--- src/rtl/mcntrl_encod_scheduler.sv ---
// Page-command encoder scheduler.
// Arbitrates page requests from NUM_CHN channels (urgent first, then
// round-robin), loads the winner's page parameters into the shared encoder
// inputs, starts the write or read encoder, waits for its done (or the
// watchdog), and reports completion back to the owning channel.
module mcntrl_encod_scheduler #(
    parameter int NUM_CHN        = 4,
    parameter int CHN_BITS       = 2,
    parameter int ADDRESS_NUMBER = 15,
    parameter int COLADDR_NUMBER = 10,
    parameter int NUM_XFER_BITS  = 6,
    parameter int SEQ_GAP        = 3,
    parameter int TIMEOUT_BITS   = 10
) (
    input  logic                                     clk,
    input  logic                                     rst_n,
    input  logic                                     enable,
    input  logic [NUM_CHN-1:0]                       chn_req,
    input  logic [NUM_CHN-1:0]                       chn_urgent,
    input  logic [NUM_CHN-1:0]                       chn_dir,
    input  logic [NUM_CHN*3-1:0]                     chn_bank,
    input  logic [NUM_CHN*ADDRESS_NUMBER-1:0]        chn_row,
    input  logic [NUM_CHN*(COLADDR_NUMBER-3)-1:0]    chn_col,
    input  logic [NUM_CHN*NUM_XFER_BITS-1:0]         chn_num128,
    input  logic [NUM_CHN-1:0]                       chn_skip_page,
    output logic [NUM_CHN-1:0]                       chn_grant,
    output logic [NUM_CHN-1:0]                       chn_done,
    output logic                                     busy,
    output logic [CHN_BITS-1:0]                      cur_chn,
    output logic [2:0]                               bank,
    output logic [ADDRESS_NUMBER-1:0]                row,
    output logic [COLADDR_NUMBER-4:0]                start_col,
    output logic [NUM_XFER_BITS-1:0]                 num128,
    output logic                                     skip_next_page,
    output logic                                     start_wr,
    output logic                                     start_rd,
    input  logic                                     done_wr,
    input  logic                                     done_rd,
    output logic                                     timeout_err,
    input  logic                                     clr_err
);

    localparam int COL_W = COLADDR_NUMBER - 3;

    typedef enum logic [1:0] {ST_IDLE, ST_START, ST_BUSY} state_t;

    state_t                     state_reg, state_next;
    logic [CHN_BITS-1:0]        rr_last_reg;
    logic [3:0]                 gap_reg;
    logic [TIMEOUT_BITS-1:0]    wd_reg;
    logic                       dir_reg;
    logic [CHN_BITS-1:0]        cur_chn_reg;
    logic [2:0]                 bank_reg;
    logic [ADDRESS_NUMBER-1:0]  row_reg;
    logic [COL_W-1:0]           col_reg;
    logic [NUM_XFER_BITS-1:0]   num128_reg;
    logic                       skip_reg;
    logic                       busy_reg;
    logic                       start_wr_reg;
    logic                       start_rd_reg;
    logic [NUM_CHN-1:0]         grant_reg;
    logic [NUM_CHN-1:0]         done_reg;
    logic                       timeout_reg;

    // Per-channel views of the packed request fields
    logic [2:0]                 bank_arr   [NUM_CHN];
    logic [ADDRESS_NUMBER-1:0]  row_arr    [NUM_CHN];
    logic [COL_W-1:0]           col_arr    [NUM_CHN];
    logic [NUM_XFER_BITS-1:0]   num128_arr [NUM_CHN];

    for (genvar gi = 0; gi < NUM_CHN; gi++) begin : g_slice
        assign bank_arr[gi]   = chn_bank[3*gi +: 3];
        assign row_arr[gi]    = chn_row[ADDRESS_NUMBER*gi +: ADDRESS_NUMBER];
        assign col_arr[gi]    = chn_col[COL_W*gi +: COL_W];
        assign num128_arr[gi] = chn_num128[NUM_XFER_BITS*gi +: NUM_XFER_BITS];
    end

    logic [NUM_CHN-1:0]      cand;
    logic                    win_found;
    logic [CHN_BITS-1:0]     win_idx;
    int                      arb_idx;
    logic [NUM_CHN-1:0]      cur_onehot;
    logic                    active_done;
    logic [TIMEOUT_BITS-1:0] wd_inc;
    logic                    wd_expire;
    logic                    arb_fire, start_fire, seq_end, timeout_set;

    assign cur_onehot  = NUM_CHN'(1) << cur_chn_reg;
    assign active_done = dir_reg ? done_wr : done_rd;
    assign wd_inc      = wd_reg + 1'b1;
    assign wd_expire   = &wd_inc;

    // Arbiter: urgent subset if any, then first candidate after rr_last
    always_comb begin
        cand      = ((chn_req & chn_urgent) != '0) ? (chn_req & chn_urgent) : chn_req;
        win_found = 1'b0;
        win_idx   = '0;
        arb_idx   = 0;
        for (int k = 1; k <= NUM_CHN; k++) begin
            arb_idx = int'(rr_last_reg) + k;
            if (arb_idx >= NUM_CHN) begin
                arb_idx = arb_idx - NUM_CHN;
            end
            if (!win_found && cand[CHN_BITS'(arb_idx)]) begin
                win_found = 1'b1;
                win_idx   = CHN_BITS'(arb_idx);
            end
        end
    end

    // FSM state register
    always_ff @(posedge clk or negedge rst_n) begin
        if (!rst_n) begin
            state_reg <= ST_IDLE;
        end else begin
            state_reg <= state_next;
        end
    end

    // FSM next state and control strobes
    always_comb begin
        state_next  = state_reg;
        arb_fire    = 1'b0;
        start_fire  = 1'b0;
        seq_end     = 1'b0;
        timeout_set = 1'b0;
        case (state_reg)
            ST_IDLE: begin
                if (enable && (gap_reg == 4'd0) && win_found) begin
                    arb_fire   = 1'b1;
                    state_next = ST_START;
                end
            end
            ST_START: begin
                start_fire = 1'b1;
                state_next = ST_BUSY;
            end
            ST_BUSY: begin
                if (active_done) begin
                    seq_end    = 1'b1;
                    state_next = ST_IDLE;
                end else if (wd_expire) begin
                    seq_end     = 1'b1;
                    timeout_set = 1'b1;
                    state_next  = ST_IDLE;
                end
            end
            default: state_next = ST_IDLE;
        endcase
    end

    // Datapath: latched page parameters, pulses, gap counter, watchdog.
    // Encoder inputs are latched on the arbitration edge so they are stable
    // a full cycle before the start pulse, and are never cleared afterwards.
    always_ff @(posedge clk or negedge rst_n) begin
        if (!rst_n) begin
            rr_last_reg  <= CHN_BITS'(NUM_CHN - 1);
            gap_reg      <= 4'd0;
            wd_reg       <= '0;
            dir_reg      <= 1'b0;
            cur_chn_reg  <= '0;
            bank_reg     <= '0;
            row_reg      <= '0;
            col_reg      <= '0;
            num128_reg   <= '0;
            skip_reg     <= 1'b0;
            busy_reg     <= 1'b0;
            start_wr_reg <= 1'b0;
            start_rd_reg <= 1'b0;
            grant_reg    <= '0;
            done_reg     <= '0;
            timeout_reg  <= 1'b0;
        end else begin
            start_wr_reg <= start_fire & dir_reg;
            start_rd_reg <= start_fire & ~dir_reg;
            grant_reg    <= start_fire ? cur_onehot : '0;
            done_reg     <= seq_end ? cur_onehot : '0;

            if (arb_fire) begin
                cur_chn_reg <= win_idx;
                rr_last_reg <= win_idx;
                dir_reg     <= chn_dir[win_idx];
                bank_reg    <= bank_arr[win_idx];
                row_reg     <= row_arr[win_idx];
                col_reg     <= col_arr[win_idx];
                num128_reg  <= num128_arr[win_idx];
                skip_reg    <= chn_skip_page[win_idx];
            end

            if (arb_fire) begin
                busy_reg <= 1'b1;
            end else if (seq_end) begin
                busy_reg <= 1'b0;
            end

            if (start_fire) begin
                wd_reg <= '0;
            end else if ((state_reg == ST_BUSY) && !seq_end) begin
                wd_reg <= wd_inc;
            end

            if (seq_end) begin
                gap_reg <= 4'(SEQ_GAP);
            end else if ((state_reg == ST_IDLE) && (gap_reg != 4'd0)) begin
                gap_reg <= gap_reg - 4'd1;
            end

            // Clearing wins over a timeout raised in the same cycle
            if (clr_err) begin
                timeout_reg <= 1'b0;
            end else if (timeout_set) begin
                timeout_reg <= 1'b1;
            end
        end
    end

    assign chn_grant      = grant_reg;
    assign chn_done       = done_reg;
    assign busy           = busy_reg;
    assign cur_chn        = cur_chn_reg;
    assign bank           = bank_reg;
    assign row            = row_reg;
    assign start_col      = col_reg;
    assign num128         = num128_reg;
    assign skip_next_page = skip_reg;
    assign start_wr       = start_wr_reg;
    assign start_rd       = start_rd_reg;
    assign timeout_err    = timeout_reg;

endmodule

--- config.mk ---
export PLATFORM = sky130hd
export DESIGN_NAME = mcntrl_encod_scheduler
export DESIGN_NICKNAME = d
export VERILOG_FILES = /design/src/rtl/mcntrl_encod_scheduler.sv
export SDC_FILE = /design/constraint.sdc
export NUM_CORES = 1
export LEC_CHECK = 0
export ABC_AREA = 1
export CORE_MARGIN = 1.5
export CORE_UTILIZATION = 35
export CTS_BUF_LIST = sky130_fd_sc_hd__clkbuf_16
export CTS_CLUSTER_SIZE = 12
export DETAILED_ROUTE_END_ITERATION = 6
export PLACE_DENSITY = 0.68
export RECOVER_POWER = 50
export SYNTH_ARGS = -nofsm -noshare
export SYNTH_HDL_FRONTEND = slang
export SYNTH_SLANG_ARGS = --single-unit
--- constraint.sdc ---
create_clock -name clk -period 2.7 [get_ports clk]
set_clock_uncertainty 0.15 [all_clocks]
set_input_delay 0.27 -clock clk [delete_from_list [all_inputs] [get_ports clk]]
set_output_delay 0.27 -clock clk [all_outputs]
set_load 0.005 [all_outputs]
==> results_dict.tcl <==
set metrics [dict create \
    status "finished with violations" \
    violations "max-capacitance violations, max-slew violations" \
    largest_register_ffs 15 \
    finalWirelength_um 15200 \
    synth.avg_cell_area_um2 6.51 \
    hold_class "reg -> reg" \
    crit_arrival_ns 2.61 \
    finalCritPeriodShare_pct 94.1 \
    num_rows 41 \
    nFillCells 1201 \
    drive_above_1_share_pct 11.1 \
    syn-num-nets 855 \
    synth_compound_gate_area_share_pct 3.65 \
    worst_pin_slew_ns 1.67 \
    synthCells 705 \
    min_from "busy" \
    grt_pass1_vias 5146 \
    p_per_area_mw_per_mm2 1170 \
    synthMuxAreaShare_pct 0.218 \
    numCtsBuffers 9 \
    io_pins 192 \
    place_area_mm2 0.00698 \
    sw_frac_of_total_pct 43.3 \
    cts.sinks 65 \
    min_delay_worst_endpoint "busy" \
    yosys.area.top_type "dfrtp_1" \
    synth_top_family_by_area "simple AND/OR/NAND/NOR gates" \
    drv_slew 66 \
    grt_max_degree 66 \
    startpoint_type "register" \
    drt_iter0_drc 280 \
    synth-simple-area-share_pct 43.3 \
    yosysMostFrequentCell "nand2_1" \
    setup_viol 0 \
    cts_tree "done" \
    drc 0 \
    netlist_top_cells_count "nand2_1 (202), nand3_1 (152), inv_1 (136)" \
    fin_setup_tns_ns 0 \
    die_w_um 117 \
    ys_async_sr_fraction_pct 100 \
    power_frac_comb_pct 68.2 \
    clkTransAtPathRegs_ns 0.06 \
    cts_buffer_depth 2 \
    criticalPathCategory "reg -> reg" \
    viasPerCell 4.69 \
    critPathCaptureType "register" \
    vdd_drop_max_mv 0.788 \
    r2r_end "num128[4]" \
    max_slew_margin_pct -11.5 \
    area_growth_pct 64.8 \
    gp_congestion 0.833 \
    die_h_um 117 \
    design_area_mm2 0.00756 \
    p_total_w 0.00887 \
    core_area_mm2 0.0127 \
    grt_pass1_wl_um 24100 \
    leakage_nw 3.94 \
    final_nets 1079 \
    grt_remaining_overflow 0 \
    postRouteAntennaNets 0 \
    ys_seq_elements 65 \
    netlist_area_mm2 0.00459 \
    synth_flop_cell "dfrtp_1" \
    regToRegStartpoint "rr_last_reg[0]" \
    dpl.hpwl_um 10700 \
    maxCapViolations 1 \
    hold_path_depth 2 \
    period_minus_slack_ns 2.54 \
    synthTopCellsByArea "dfrtp_1 (34%), nand3_1 (17%), nand2_1 (17%)" \
    cp_max_fo 4 \
    n_antenna_cell 0 \
    synthAdderAreaFrac_pct 1.09 \
    first_pass_iters 5 \
    ys_warn_count 0 \
    fmax_ghz 0.394 \
    synth-edff-count 0 \
    ff2ff_path_depth 14 \
    crit_required_ns 2.77 \
    h-tree-depth 3 \
    antenna_found_initial 0 \
    rsz0062_at_grt "true" \
    cts-root-buf "clkbuf_16" \
    fin_util_pct 59.4 \
    wl_per_cell_um 13.8 \
    grtUsageTotal_pct 21.5 \
    hold_ws_ns 0.324 \
    port_buffers 191 \
    timing_hold_violations_final 0 \
    p_seq_share_pct 17.2 \
    p_sw_w 0.00384 \
    r2r_slack_ns 0.16 \
    internal-power_w 0.00503 \
    clock_latency_ns 0.34 \
    die-area_mm2 0.0138 \
    synth_cell_types 41 \
    pwr-share-clk_pct 14.6 \
    yosysTopAreaCellShare_pct 34.4 \
    initial_core_util_pct 36.1 \
    ys_seq_area_share_pct 35.5 \
    yosys.area_share.xor_xnor_pct 1.34 \
    vias 5191 \
]
worst max-delay path by stage:
stage / endpoint / slack, ns / cells past startpoint / startpoint
finish: num128[4] / 0.16 / 14 / rr_last_reg[0]
global placement: row[1] / -0.15 / 18 / chn_req[3]
detailed placement: start_col[0] / -0.16 / 18 / chn_req[3]
global route: row[14] / -0.008 / 18 / chn_req[2]
floorplan: num128[2] / 0.36 / 15 / rr_last_reg[0]
CTS: bank[1] / 0.10 / 14 / rr_last_reg[1]
per-stage QoR:
| step | std cells | setup WS [ns] |
|---|---|---|
| 6_report | 1106 | 0.160 |
| 3_5_place_dp | 1075 | -0.162 |
| 3_3_place_gp | 1075 | -0.153 |
| 2_1_floorplan | 705 | 0.358 |
| 5_1_grt | 1106 | -0.00834 |
| 4_1_cts | 1092 | 0.101 |
cells in the final DEF (no fill, tap or decap), types with 4 or more instances in the layout:
cell / netlist / layout
buf_12: 0 / 11
buf_4: 6 / 30
clkbuf_16: 0 / 14
clkdlybuf4s50_1: 0 / 175
dfrtp_1: 63 / 63
dlygate4sd3_1: 0 / 15
ha_1: 4 / 4
inv_1: 136 / 136
inv_2: 4 / 4
nand2_1: 202 / 201
nand2_2: 7 / 8
nand3_1: 152 / 152
nor2_1: 19 / 17
nor2_2: 6 / 7
nor3_1: 10 / 10
o21ai_0: 11 / 11
o21ai_1: 4 / 4
or2_0: 6 / 6
or2_1: 17 / 17
xor2_1: 4 / 4
cell type report:
type	count	area, um2	share of cell area (%)
Multi-Input combinational cell	471	2330	30.8
Clock inverter	7	101	1.34
Tap cell	172	215	2.85
Timing Repair Buffer	242	2540	33.5
Sequential cell	65	1630	21.5
Clock buffer	9	225	2.98
Inverter	140	526	6.95
kinds of logic after synthesis:
kind of cell | Yosys count
fa+ha+maj | 4
xor+xnor | 7
mux | 1
buf+inv | 171
simple gates | 432
flops | 65
compound gates | 25
worst max-delay path, cell delays in order (launching register included):
cell	delay (ns)
dfstp_2	0.55
inv_2	0.04
nor2_1	0.26
nand3_1	0.14
nand2_2	0.11
nor2_4	0.06
nor2_2	0.12
nand3_2	0.09
buf_4	0.15
nand3_4	0.12
buf_4	0.16
nand2_4	0.06
or2_2	0.29
nand3_1	0.08
nand3_1	0.07
what timing repair did:
action | in CTS | in global routing
hold buffers | 1 | 0
endpoints found under the setup margin | 0 | 33
buffers inserted | 0 | 6
gates resized for setup | 0 | 11
endpoints found under the hold margin | 63 | 0
layer usage:
| metal | wire length, um | up-vias | global-route usage, % | part of all wire, % |
|---|---|---|---|---|
| li1 | - | 2622 | - | - |
| met2 | 7310 | 187 | 38.0 | 48 |
| met3 | 1050 | 32 | 5.38 | 6.9 |
| met1 | 6470 | 2350 | 25.3 | 42 |
| met4 | 405 | 0 | 7.85 | 2.7 |
| met5 | 0 | - | 0 | 0 |
power groups by stage:
| stage | combinational, W | sequential (W) | clock, W |
|---|---|---|---|
| 2_1_floorplan | 0.00314 | 0.00153 | 0 |
| 3_3_place_gp | 0.00523 | 0.00153 | 0 |
| 3_5_place_dp | 0.00525 | 0.00153 | 0 |
| 4_1_cts | 0.00528 | 0.00153 | 0.00132 |
| 5_1_grt | 0.00663 | 0.00157 | 0.00136 |
| 6_report | 0.00605 | 0.00153 | 0.00129 |
(Power assumes the default switching activity.)
